[config.mk]
export PLATFORM = sky130hd
export DESIGN_NAME = instr_fetch
export DESIGN_NICKNAME = d
export VERILOG_FILES = /design/src/rtl/instr_fetch_pkg.sv /design/src/rtl/instr_fetch_next_pc_calc.sv /design/src/rtl/instr_fetch.sv
export SDC_FILE = /design/constraint.sdc
export NUM_CORES = 1
export LEC_CHECK = 0
export BUFFER_PORTS_ARGS = -buffer_cell sky130_fd_sc_hd__buf_2
export CORE_MARGIN = 2
export CORE_UTILIZATION = 25
export CTS_CLUSTER_DIAMETER = 150
export DETAILED_ROUTE_END_ITERATION = 16
export PLACE_DENSITY_LB_ADDON = 0.12
export REMOVE_ABC_BUFFERS = 1
export SYNTH_ARGS = -nofsm -noshare
export SYNTH_HDL_FRONTEND = slang
export SYNTH_HIERARCHICAL = 1
export SYNTH_SLANG_ARGS = --single-unit
[constraint.sdc]
create_clock -name clk -period 3.7 [get_ports clk]
set_input_delay 0 -clock clk [delete_from_list [all_inputs] [get_ports clk]]
set_output_delay 0 -clock clk [all_outputs]
set_load 0.03 [all_outputs]
[src/rtl/instr_fetch_pkg.sv]
// Shared definitions for the fetch stage.
//   - Jump encodings driven by the instruction decoder.
//   - Fetch FSM state enumeration.
//   - Branch-offset helper (sign-extend a 16-bit word offset to a byte offset).
package instr_fetch_pkg;

  localparam logic [1:0] JUMP_SEQ = 2'b00;  // sequential or conditional branch
  localparam logic [1:0] JUMP_REG = 2'b01;  // JR: target from Rs
  localparam logic [1:0] JUMP_TGT = 2'b10;  // J/JAL: pseudo-direct target

  typedef enum logic [1:0] {
    FETCH = 2'd0,
    WAIT  = 2'd1,
    EXEC  = 2'd2,
    HALT  = 2'd3
  } fetch_state_e;

  // Branch immediates count words; shift to bytes after sign extension.
  function automatic logic [31:0] branch_offset(input logic [15:0] imm);
    return {{14{imm[15]}}, imm, 2'b00};
  endfunction

endpackage

[src/rtl/instr_fetch_next_pc_calc.sv]
// next_pc_calc: combinational next-PC selection for the fetch stage.
// Ports:
//   i_pc        current PC
//   i_jump      decoder jump code (11 behaves as 00)
//   i_branch    decoder branch (BNE) flag
//   i_target    26-bit J/JAL target
//   i_immediate 16-bit branch word offset
//   i_rs_value  Rs register value (JR target)
//   i_alu_zero  ALU zero flag; BNE is taken when it is low
//   o_next_pc   selected next PC
//   o_misalign  JR target not word-aligned
module next_pc_calc
  import instr_fetch_pkg::*;
(
  input  logic [31:0] i_pc,
  input  logic [1:0]  i_jump,
  input  logic        i_branch,
  input  logic [25:0] i_target,
  input  logic [15:0] i_immediate,
  input  logic [31:0] i_rs_value,
  input  logic        i_alu_zero,
  output logic [31:0] o_next_pc,
  output logic        o_misalign
);

  logic [31:0] w_pc_plus4;

  assign w_pc_plus4 = i_pc + 32'd4;

  always_comb begin
    // NOTE: defaults first so every path assigns both outputs; otherwise a latch is inferred.
    o_next_pc  = w_pc_plus4;
    o_misalign = 1'b0;
    // Jumps are decoded before the branch, giving them priority.
    case (i_jump)
      JUMP_TGT: o_next_pc = {w_pc_plus4[31:28], i_target, 2'b00};
      JUMP_REG: begin
        o_next_pc  = i_rs_value;
        o_misalign = |i_rs_value[1:0];
      end
      default: begin
        if (i_branch && !i_alu_zero) begin
          o_next_pc = w_pc_plus4 + branch_offset(i_immediate);
        end
      end
    endcase
  end

endmodule

[src/rtl/instr_fetch.sv]
// instr_fetch: fetch stage feeding the instruction decoder.
// Owns the PC, issues one instruction-memory request at a time, holds the
// returned word for the decoder through EXEC, and advances the PC when EXEC
// ends (stall low).
// Ports:
//   clk, reset        clock; synchronous active-high reset
//   imem_req/addr     request strobe (high through WAIT) and word address (= pc)
//   imem_valid/rdata  read response, sampled only in WAIT
//   instruction       word held for the decoder; instr_valid high in EXEC
//   pc, pc_plus4      current instruction address and its link value
//   branch, jump, target, immediate, rs_value, alu_zero  next-PC controls
//   stall             FPU busy, extends EXEC
//   fetch_err         sticky: response timeout or misaligned JR
//   instret           retired-instruction counter
module instr_fetch
  import instr_fetch_pkg::*;
#(
  parameter logic [31:0] RESET_PC = 32'h0000_0000,
  parameter int          MAX_WAIT = 16
) (
  input  logic        clk,
  input  logic        reset,
  output logic        imem_req,
  output logic [31:0] imem_addr,
  input  logic        imem_valid,
  input  logic [31:0] imem_rdata,
  output logic [31:0] instruction,
  output logic        instr_valid,
  output logic [31:0] pc,
  output logic [31:0] pc_plus4,
  input  logic        branch,
  input  logic [1:0]  jump,
  input  logic [25:0] target,
  input  logic [15:0] immediate,
  input  logic [31:0] rs_value,
  input  logic        alu_zero,
  input  logic        stall,
  output logic        fetch_err,
  output logic [31:0] instret
);

  localparam int              CNT_W     = (MAX_WAIT > 1) ? $clog2(MAX_WAIT) : 1;
  localparam logic [CNT_W-1:0] WAIT_LAST = CNT_W'(MAX_WAIT - 1);

  fetch_state_e     r_state;
  logic [31:0]      r_pc;
  logic [31:0]      r_instruction;
  logic             r_instr_valid;
  logic             r_imem_req;
  logic             r_fetch_err;
  logic [31:0]      r_instret;
  logic [CNT_W-1:0] r_wait_cnt;

  logic [31:0]      w_next_pc;
  logic             w_misalign;

  next_pc_calc u_next_pc_calc (
    .i_pc        (r_pc),
    .i_jump      (jump),
    .i_branch    (branch),
    .i_target    (target),
    .i_immediate (immediate),
    .i_rs_value  (rs_value),
    .i_alu_zero  (alu_zero),
    .o_next_pc   (w_next_pc),
    .o_misalign  (w_misalign)
  );

  // NOTE: all state uses non-blocking assignments so every register samples pre-edge values.
  always_ff @(posedge clk) begin
    if (reset) begin
      // Reset wins over any in-flight response; FETCH re-issues the request.
      r_state       <= FETCH;
      r_pc          <= RESET_PC;
      r_instruction <= '0;
      r_instr_valid <= 1'b0;
      r_imem_req    <= 1'b0;
      r_fetch_err   <= 1'b0;
      r_instret     <= '0;
      r_wait_cnt    <= '0;
    end else begin
      case (r_state)
        FETCH: begin
          r_imem_req <= 1'b1;
          r_wait_cnt <= '0;
          r_state    <= WAIT;
        end
        WAIT: begin
          if (imem_valid) begin
            r_instruction <= imem_rdata;
            r_instr_valid <= 1'b1;
            r_imem_req    <= 1'b0;
            r_state       <= EXEC;
          end else if (r_wait_cnt == WAIT_LAST) begin
            r_fetch_err <= 1'b1;
            r_imem_req  <= 1'b0;
            r_state     <= HALT;
          end else begin
            r_wait_cnt <= r_wait_cnt + CNT_W'(1);
          end
        end
        EXEC: begin
          // Decoder inputs are only consumed on the exit edge, so a redirect
          // requested during a stall takes effect once stall drops.
          if (!stall) begin
            r_instret     <= r_instret + 32'd1;
            r_instr_valid <= 1'b0;
            if (w_misalign) begin
              r_fetch_err <= 1'b1;
              r_state     <= HALT;
            end else begin
              r_pc    <= w_next_pc;
              r_state <= FETCH;
            end
          end
        end
        HALT: begin
          r_imem_req    <= 1'b0;
          r_instr_valid <= 1'b0;
        end
        default: r_state <= HALT;
      endcase
    end
  end

  assign imem_req    = r_imem_req;
  assign imem_addr   = r_pc;
  assign instruction = r_instruction;
  assign instr_valid = r_instr_valid;
  assign pc          = r_pc;
  assign pc_plus4    = r_pc + 32'd4;
  assign fetch_err   = r_fetch_err;
  assign instret     = r_instret;

endmodule

==> results.sh, run 1 <==
export IMPL_p_sw_w=0.00122
export IMPL_fin_crit_sh_pct=91.9
export IMPL_use_met1_pct=23.2
export IMPL_power_total_w=0.00328
export IMPL_num_io_pins=277
export IMPL_grt_pass1_wl_mm=47.6
export IMPL_final_layout_size_suffix_gt1_share_pct=29.2
export IMPL_synthFlopType="dfxtp_1"
export IMPL_synth_compound_area_share_pct=22.1
export IMPL_gp_congestion=0.811
export IMPL_muxShareOfSynthArea_pct=1.48
export IMPL_worst_r2r_path_depth=16
export IMPL_root_buffer="clkbuf_16"
export IMPL_yosys_area_share_simple_pct=26.2
export IMPL_antenna_found_initial=3
export IMPL_synth_top_family_by_area="simple AND/OR/NAND/NOR gates"
export IMPL_h_tree_depth=3
export IMPL_initial_core_util_pct=25.4
export IMPL_ys_ff_latch=105
export IMPL_nNetsFinal=1515
export IMPL_maxCapViolations=0
export IMPL_die_area_sq_mm=0.0336
export IMPL_avgViaCountPerCell=4.98
export IMPL_hp_start="rs_value[1]"
export IMPL_first_pass_iters=5
export IMPL_ir_drop_mv=0.252
export IMPL_die_height_um=183
export IMPL_slew_headroom_pct=24.3
export IMPL_dr_first_iter_drc_count=324
export IMPL_synth_enable_flop_cells=0
export IMPL_setup_slack_ns=0.302
export IMPL_fin_skew_ns=0.0132
export IMPL_grt_total_usage_pct=17.7
export IMPL_cellPowerDensity_mw_per_mm2=310
export IMPL_ant_nets=0
export IMPL_grt_max_degree=74
export IMPL_cts_buffers=9
export IMPL_rr_startpoint="imem_addr[4]"
export IMPL_hold_end="imem_addr[1]"
export IMPL_top_usage_layer="met2"
export IMPL_syn_inst=1074
export IMPL_drv_slew=0
export IMPL_p_clk_share_pct=30.8
export IMPL_path_class="flip-flop to flip-flop"
export IMPL_drt_wl_total_mm=30.1
export IMPL_async_flop_share_pct=0
export IMPL_globalRouteOverflowTotal=0
export IMPL_layout_min_cycle_time_ns=3.40
export IMPL_clock_path_buffers=2
export IMPL_setup_violations_final=0
export IMPL_tightest_slew_ns=1.13
export IMPL_vias=8790
export IMPL_place_area_sq_mm=0.00983
export IMPL_holdWs_ns=0.0324
export IMPL_yosysUniqueCellTypes=68
export IMPL_r2r_end="imem_addr[28]"
export IMPL_max_freq_mhz=294
export IMPL_clkTransAtPathRegs_ns=0.08
export IMPL_fin_area_sq_mm=0.0106
export IMPL_area_growth_pct=31.8
export IMPL_yosysSeqAreaShare_pct=26.2
export IMPL_use_met2_pct=30.0
export IMPL_p_leak_nw=4.72
export IMPL_clkSinkCount=105
export IMPL_cp_max_fo=9
export IMPL_synth_fa_ha_area_share_pct=6.95
export IMPL_required_ns=3.98
export IMPL_avgRoutedWirePerCell_um=17.1
export IMPL_seqPwrFrac_pct=38.1
export IMPL_rsz0062_at_grt="false"
export IMPL_hold_violations=0
export IMPL_coreArea_sq_mm=0.0316
export IMPL_cts_tree="built"
export IMPL_setup_worst_path_end_class="flip-flop"
export IMPL_min_path_type="input pin to flip-flop"
export IMPL_p_int_w=0.00206
export IMPL_start_kind="flip-flop"
export IMPL_drc=0
export IMPL_fin_setup_tns_ns=0
export IMPL_pre_cts_ws_ns=0.0691
export IMPL_netlist_area_sq_mm=0.00803
export IMPL_die_w_um=183
export IMPL_pwr_share_comb_pct=31.1
export IMPL_clock_latency_ns=0.36
export IMPL_portBuffers=276
export IMPL_switching_share_pct=37.3
export IMPL_synth_area_per_cell_sq_um=7.48
export IMPL_grt_pass1_vias=8470
export IMPL_reg2reg_slack_ns=0.30
export IMPL_met3_usage_pct=3.49
export IMPL_hpwl_mm=22.2
export IMPL_status="finished, final reports clean"
export IMPL_whs_path_depth=4
export IMPL_synthXorXnorAreaFrac_pct=9.82
export IMPL_yosys_warnings=6
export IMPL_rows=65
export IMPL_crit_arrival_ns=3.68
==> cell usage after synthesis, types with 14 or more instances <==
library cell	instances	area share (%)
clkbuf_1	43	2.0
o21ai_0	39	2.4
xor2_1	24	2.6
nand3_1	43	2.7
xnor2_1	66	7.2
nand4_1	35	2.7
and3_1	16	1.2
nor2b_1	14	1.1
ha_1	43	6.7
buf_4	34	3.2
inv_1	17	0.79
dfxtp_1	105	26
a221oi_1	24	2.6
nand2_1	193	9.0
a21o_1	15	1.4
nor2_1	54	2.5
a21oi_1	132	8.2
==> cell usage in the layout, fill, tap and decap left out, types with 4 or more instances in the layout <==
master         synthesis  routed
buf_2                  8     275
nand2_1              193     193
a21oi_1              132     132
dfxtp_1              105     102
xnor2_1               66      63
buf_4                 34      61
nor2_1                54      54
nand3_1               43      43
o21ai_0               39      38
ha_1                  43      38
nand4_1               35      35
dlygate4sd3_1          0      32
xor2_1                24      23
a221oi_1              24      23
inv_1                 17      17
a21o_1                15      15
and3_1                16      13
nor4_1                13      13
nor2b_1               14      13
or4_1                 12      12
o31ai_1               10      10
a31oi_1               11      10
and4_1                10       9
or3_1                  9       9
clkbuf_16              0       9
nor3_1                 9       7
nand2b_1               7       7
mux2_2                 7       7
a221o_1                7       7
a211oi_1               6       6
mux2i_1                4       4
and2_1                 4       4
o21ai_1                3       4
==> power by group through the flow <==
stage               clock [W]  combinational, W  sequential, W
CTS                   0.00106           0.00102        0.00125
global route          0.00110           0.00113        0.00126
global placement            0          0.000997        0.00127
floorplan                   0          0.000474        0.00143
detailed placement          0          0.000992        0.00128
finish                0.00101           0.00102        0.00125
==> kinds of logic after synthesis <==
family                   Yosys count
AO/OA/AOI/OAI                    279
XOR/XNOR                          90
adder cells (fa/ha/maj)           44
buffers and inverters            113
flip-flops                       105
multiplexers                      11
AND/OR/NAND/NOR                  432
==> sequential cells by signal, indices dropped and copies added, names as in the netlist <==
name,cells
r_wait_cnt,4
imem_addr,32
fetch_err,1
imem_req,1
instret,32
r_state,2
instr_valid,1
instruction,32
==> critical path, stage by stage (launching register included) <==
cell	delay, ns
dfxtp_2	0.37
and3_1	0.19
and3_4	0.21
buf_4	0.18
nand2_1	0.08
xnor2_1	0.14
ha_1	0.34
and4_1	0.22
and2_0	0.15
a32oi_2	0.15
o31a_4	0.40
o41ai_2	0.30
a21oi_1	0.12
xor2_1	0.16
a21oi_2	0.13
nand2_1	0.05
a21oi_1	0.12
==> repair_timing <==
item	CTS	global route
buffers inserted	0	4
hold buffers	32	0
endpoints found under the hold margin	32	0
resized for setup	0	23
endpoints found under the setup margin	0	14
==> how the worst max path moves through the flow <==
stage                  start             to  slack, ns  depth (start not counted)
2_1_floorplan  imem_addr[11]  imem_addr[30]      -0.39                         16
3_3_place_gp    imem_addr[3]  imem_addr[25]       0.12                         16
3_5_place_dp    imem_addr[3]  imem_addr[30]       0.07                         16
4_1_cts         imem_addr[3]  imem_addr[30]       0.03                         16
5_1_grt         imem_addr[9]  imem_addr[30]       0.01                         17
6_report        imem_addr[4]  imem_addr[28]       0.30                         16
==> final cells by class <==
cell class	count	area (sq um)
Fill cell	3459	21000
Multi-Input combinational cell	856	5450
Timing Repair Buffer	368	2150
Sequential cell	105	2110
Tap cell	402	503
Clock buffer	10	229
Clock inverter	6	70.1
Inverter	17	63.8
Antenna cell	2	5.00
==> routing by layer <==
layer / vias up / share of wire, %
li1: 4398 / -
met1: 4154 / 47
met2: 220 / 47
met3: 16 / 5.4
met4: 2 / 1.3
met5: - / 0.043
==> metrics by stage <==
stage | utilization [%] | std cells
floorplan | - | 978
global route | 33.5 | 1765
global placement | 31.1 | 1712
detailed placement | 31.1 | 1712
CTS | 33.1 | 1760
finish | 33.5 | 1766
Power figures use the tool's default switching activity.
==> inputs of run 2 (changes only) <==
==> constraint.sdc (replaced) <==
create_clock -name clk -period 3.4 [get_ports clk]
set_input_delay 0 -clock clk [delete_from_list [all_inputs] [get_ports clk]]
set_output_delay 0 -clock clk [all_outputs]
set_load 0.03 [all_outputs]
==> run 2 against run 1 <==
Effect of this change: power up 12%; critical path depth unchanged; clock skew about the same; critical path type unchanged; sequential cell count unchanged.
==> results.sh, run 2 (synthesized netlist as in run 1, its figures left out) <==
export IMPL_rows=65
export IMPL_power_total_w=0.00366
export IMPL_p_leak_nw=5.12
export IMPL_layout_min_cycle_time_ns=3.27
export IMPL_tightest_slew_ns=0.869
export IMPL_setup_slack_ns=0.127
export IMPL_nNetsFinal=1577
export IMPL_fin_setup_tns_ns=0
export IMPL_cellPowerDensity_mw_per_mm2=323
export IMPL_root_buffer="clkbuf_16"
export IMPL_setup_worst_path_end_class="flip-flop"
export IMPL_grt_max_degree=73
export IMPL_gp_congestion=0.859
export IMPL_max_freq_mhz=306
export IMPL_clock_latency_ns=0.37
export IMPL_instances_no_fill=1828
export IMPL_avgViaCountPerCell=4.93
export IMPL_num_io_pins=277
export IMPL_pre_cts_ws_ns=-0.180
export IMPL_drc=0
export IMPL_globalRouteOverflowTotal=0
export IMPL_area_growth_pct=41.0
export IMPL_drt_wl_total_mm=31.1
export IMPL_vias=9013
export IMPL_holdWs_ns=0.0309
export IMPL_path_class="flip-flop to flip-flop"
export IMPL_fin_skew_ns=0.0129
export IMPL_clkTransAtPathRegs_ns=0.09
export IMPL_initial_core_util_pct=25.4
export IMPL_rsz0062_at_grt="true"
export IMPL_required_ns=3.69
export IMPL_die_area_sq_mm=0.0336
export IMPL_grt_total_usage_pct=18.0
export IMPL_cp_max_fo=7
export IMPL_start_kind="flip-flop"
export IMPL_place_inst=1764
export IMPL_fin_crit_sh_pct=96.3
export IMPL_min_path_type="input pin to flip-flop"
export IMPL_clock_path_buffers=2
export IMPL_setup_violations_final=0
export IMPL_slew_headroom_pct=42.1
export IMPL_nFillCells=3436
export IMPL_status="finished, final reports clean"
export IMPL_layout_commonest_cell="buf_2"
export IMPL_ir_drop_mv=0.244
export IMPL_crit_arrival_ns=3.56
export IMPL_clkSinkCount=105
export IMPL_antenna_found_initial=2
export IMPL_coreArea_sq_mm=0.0316
export IMPL_portBuffers=276
export IMPL_dr_first_iter_drc_count=397
export IMPL_first_pass_iters=5
export IMPL_h_tree_depth=3
export IMPL_hpwl_mm=23.2
export IMPL_final_layout_size_suffix_gt1_share_pct=35.3
export IMPL_drv_slew=0
export IMPL_cts_tree="built"
export IMPL_maxCapViolations=0
export IMPL_ant_nets=0
export IMPL_die_w_um=183
export IMPL_die_height_um=183
export IMPL_layout_common_cells="buf_2, nand2_1, a21oi_1"
export IMPL_cts_buffers=9
export IMPL_grt_pass1_vias=8664
export IMPL_avgRoutedWirePerCell_um=17.0
export IMPL_hold_violations=0
export IMPL_grt_pass1_wl_mm=47.9
export IMPL_reg2reg_slack_ns=0.13
[run 2: final timing paths]
check	from	end	depth (start not counted)
worst max-delay path	imem_addr[9]	imem_addr[26]	16
worst min-delay path	rs_value[1]	imem_addr[1]	4
worst max register to register	imem_addr[9]	imem_addr[26]	16
worst min register to register	instruction[26]	instruction[26]	2
[run 2: area by class of cell]
cell class	instances	area [sq um]	share of cell area, %
diodes	2	5.00	0.0442
inverters	17	63.8	0.563
multi-input cells	856	5700	50.4
clock inverters	6	65.1	0.575
flip-flops and latches	105	2110	18.7
well taps	402	503	4.44
clock buffers	10	239	2.11
repair buffers	430	2630	23.2
[run 2: repair_timing]
| item | 4_1_cts | 5_1_grt |
|---|---|---|
| pin swaps | 4 | 45 |
| setup endpoints to repair | 13 | 13 |
| endpoints found under the hold margin | 32 | 0 |
| gates resized for setup | 8 | 73 |
| cloned | 0 | 0 |
| hold buffers | 32 | 0 |
| buffers inserted | 2 | 12 |
[run 2: worst max-delay path: stages, from the launching register on]
cell and delay [ns]:
dfxtp_2 0.35, and4_1 0.21, and3_4 0.22, buf_4 0.14, nand4_1 0.15, xnor2_2 0.23, ha_4 0.26, a21oi_4 0.17
o211ai_1 0.15, a221oi_2 0.29, o31a_4 0.24, nor4_4 0.05, or2_1 0.26, xnor2_2 0.15, a21oi_1 0.15, nand2_1 0.06
a21oi_1 0.12
[run 2: routing by layer]
layer	GRT usage [%]	part of all wire, %	vias up
li1	-	-	4521
met1	23.7	46	4225
met2	30.0	47	242
met3	3.69	5.7	23
met4	4.45	1.4	2
met5	0	0.042	-
[run 2: report_power, final]
part | switching (W) | internal [W] | leakage (nW)
logic | 0.000735 | 0.000445 | 4.12
clock network | 0.000578 | 0.000543 | 0.150
registers | 0.0000483 | 0.00131 | 0.854
total | 0.00136 | 0.00230 | 5.12
[run 2: metrics by stage]
stage	instance area, sq um	utilization [%]
6_report	11300	35.9
5_1_grt	11300	35.9
4_1_cts	10900	34.5
3_5_place_dp	10200	32.4
3_3_place_gp	10200	32.4
2_1_floorplan	7510	-
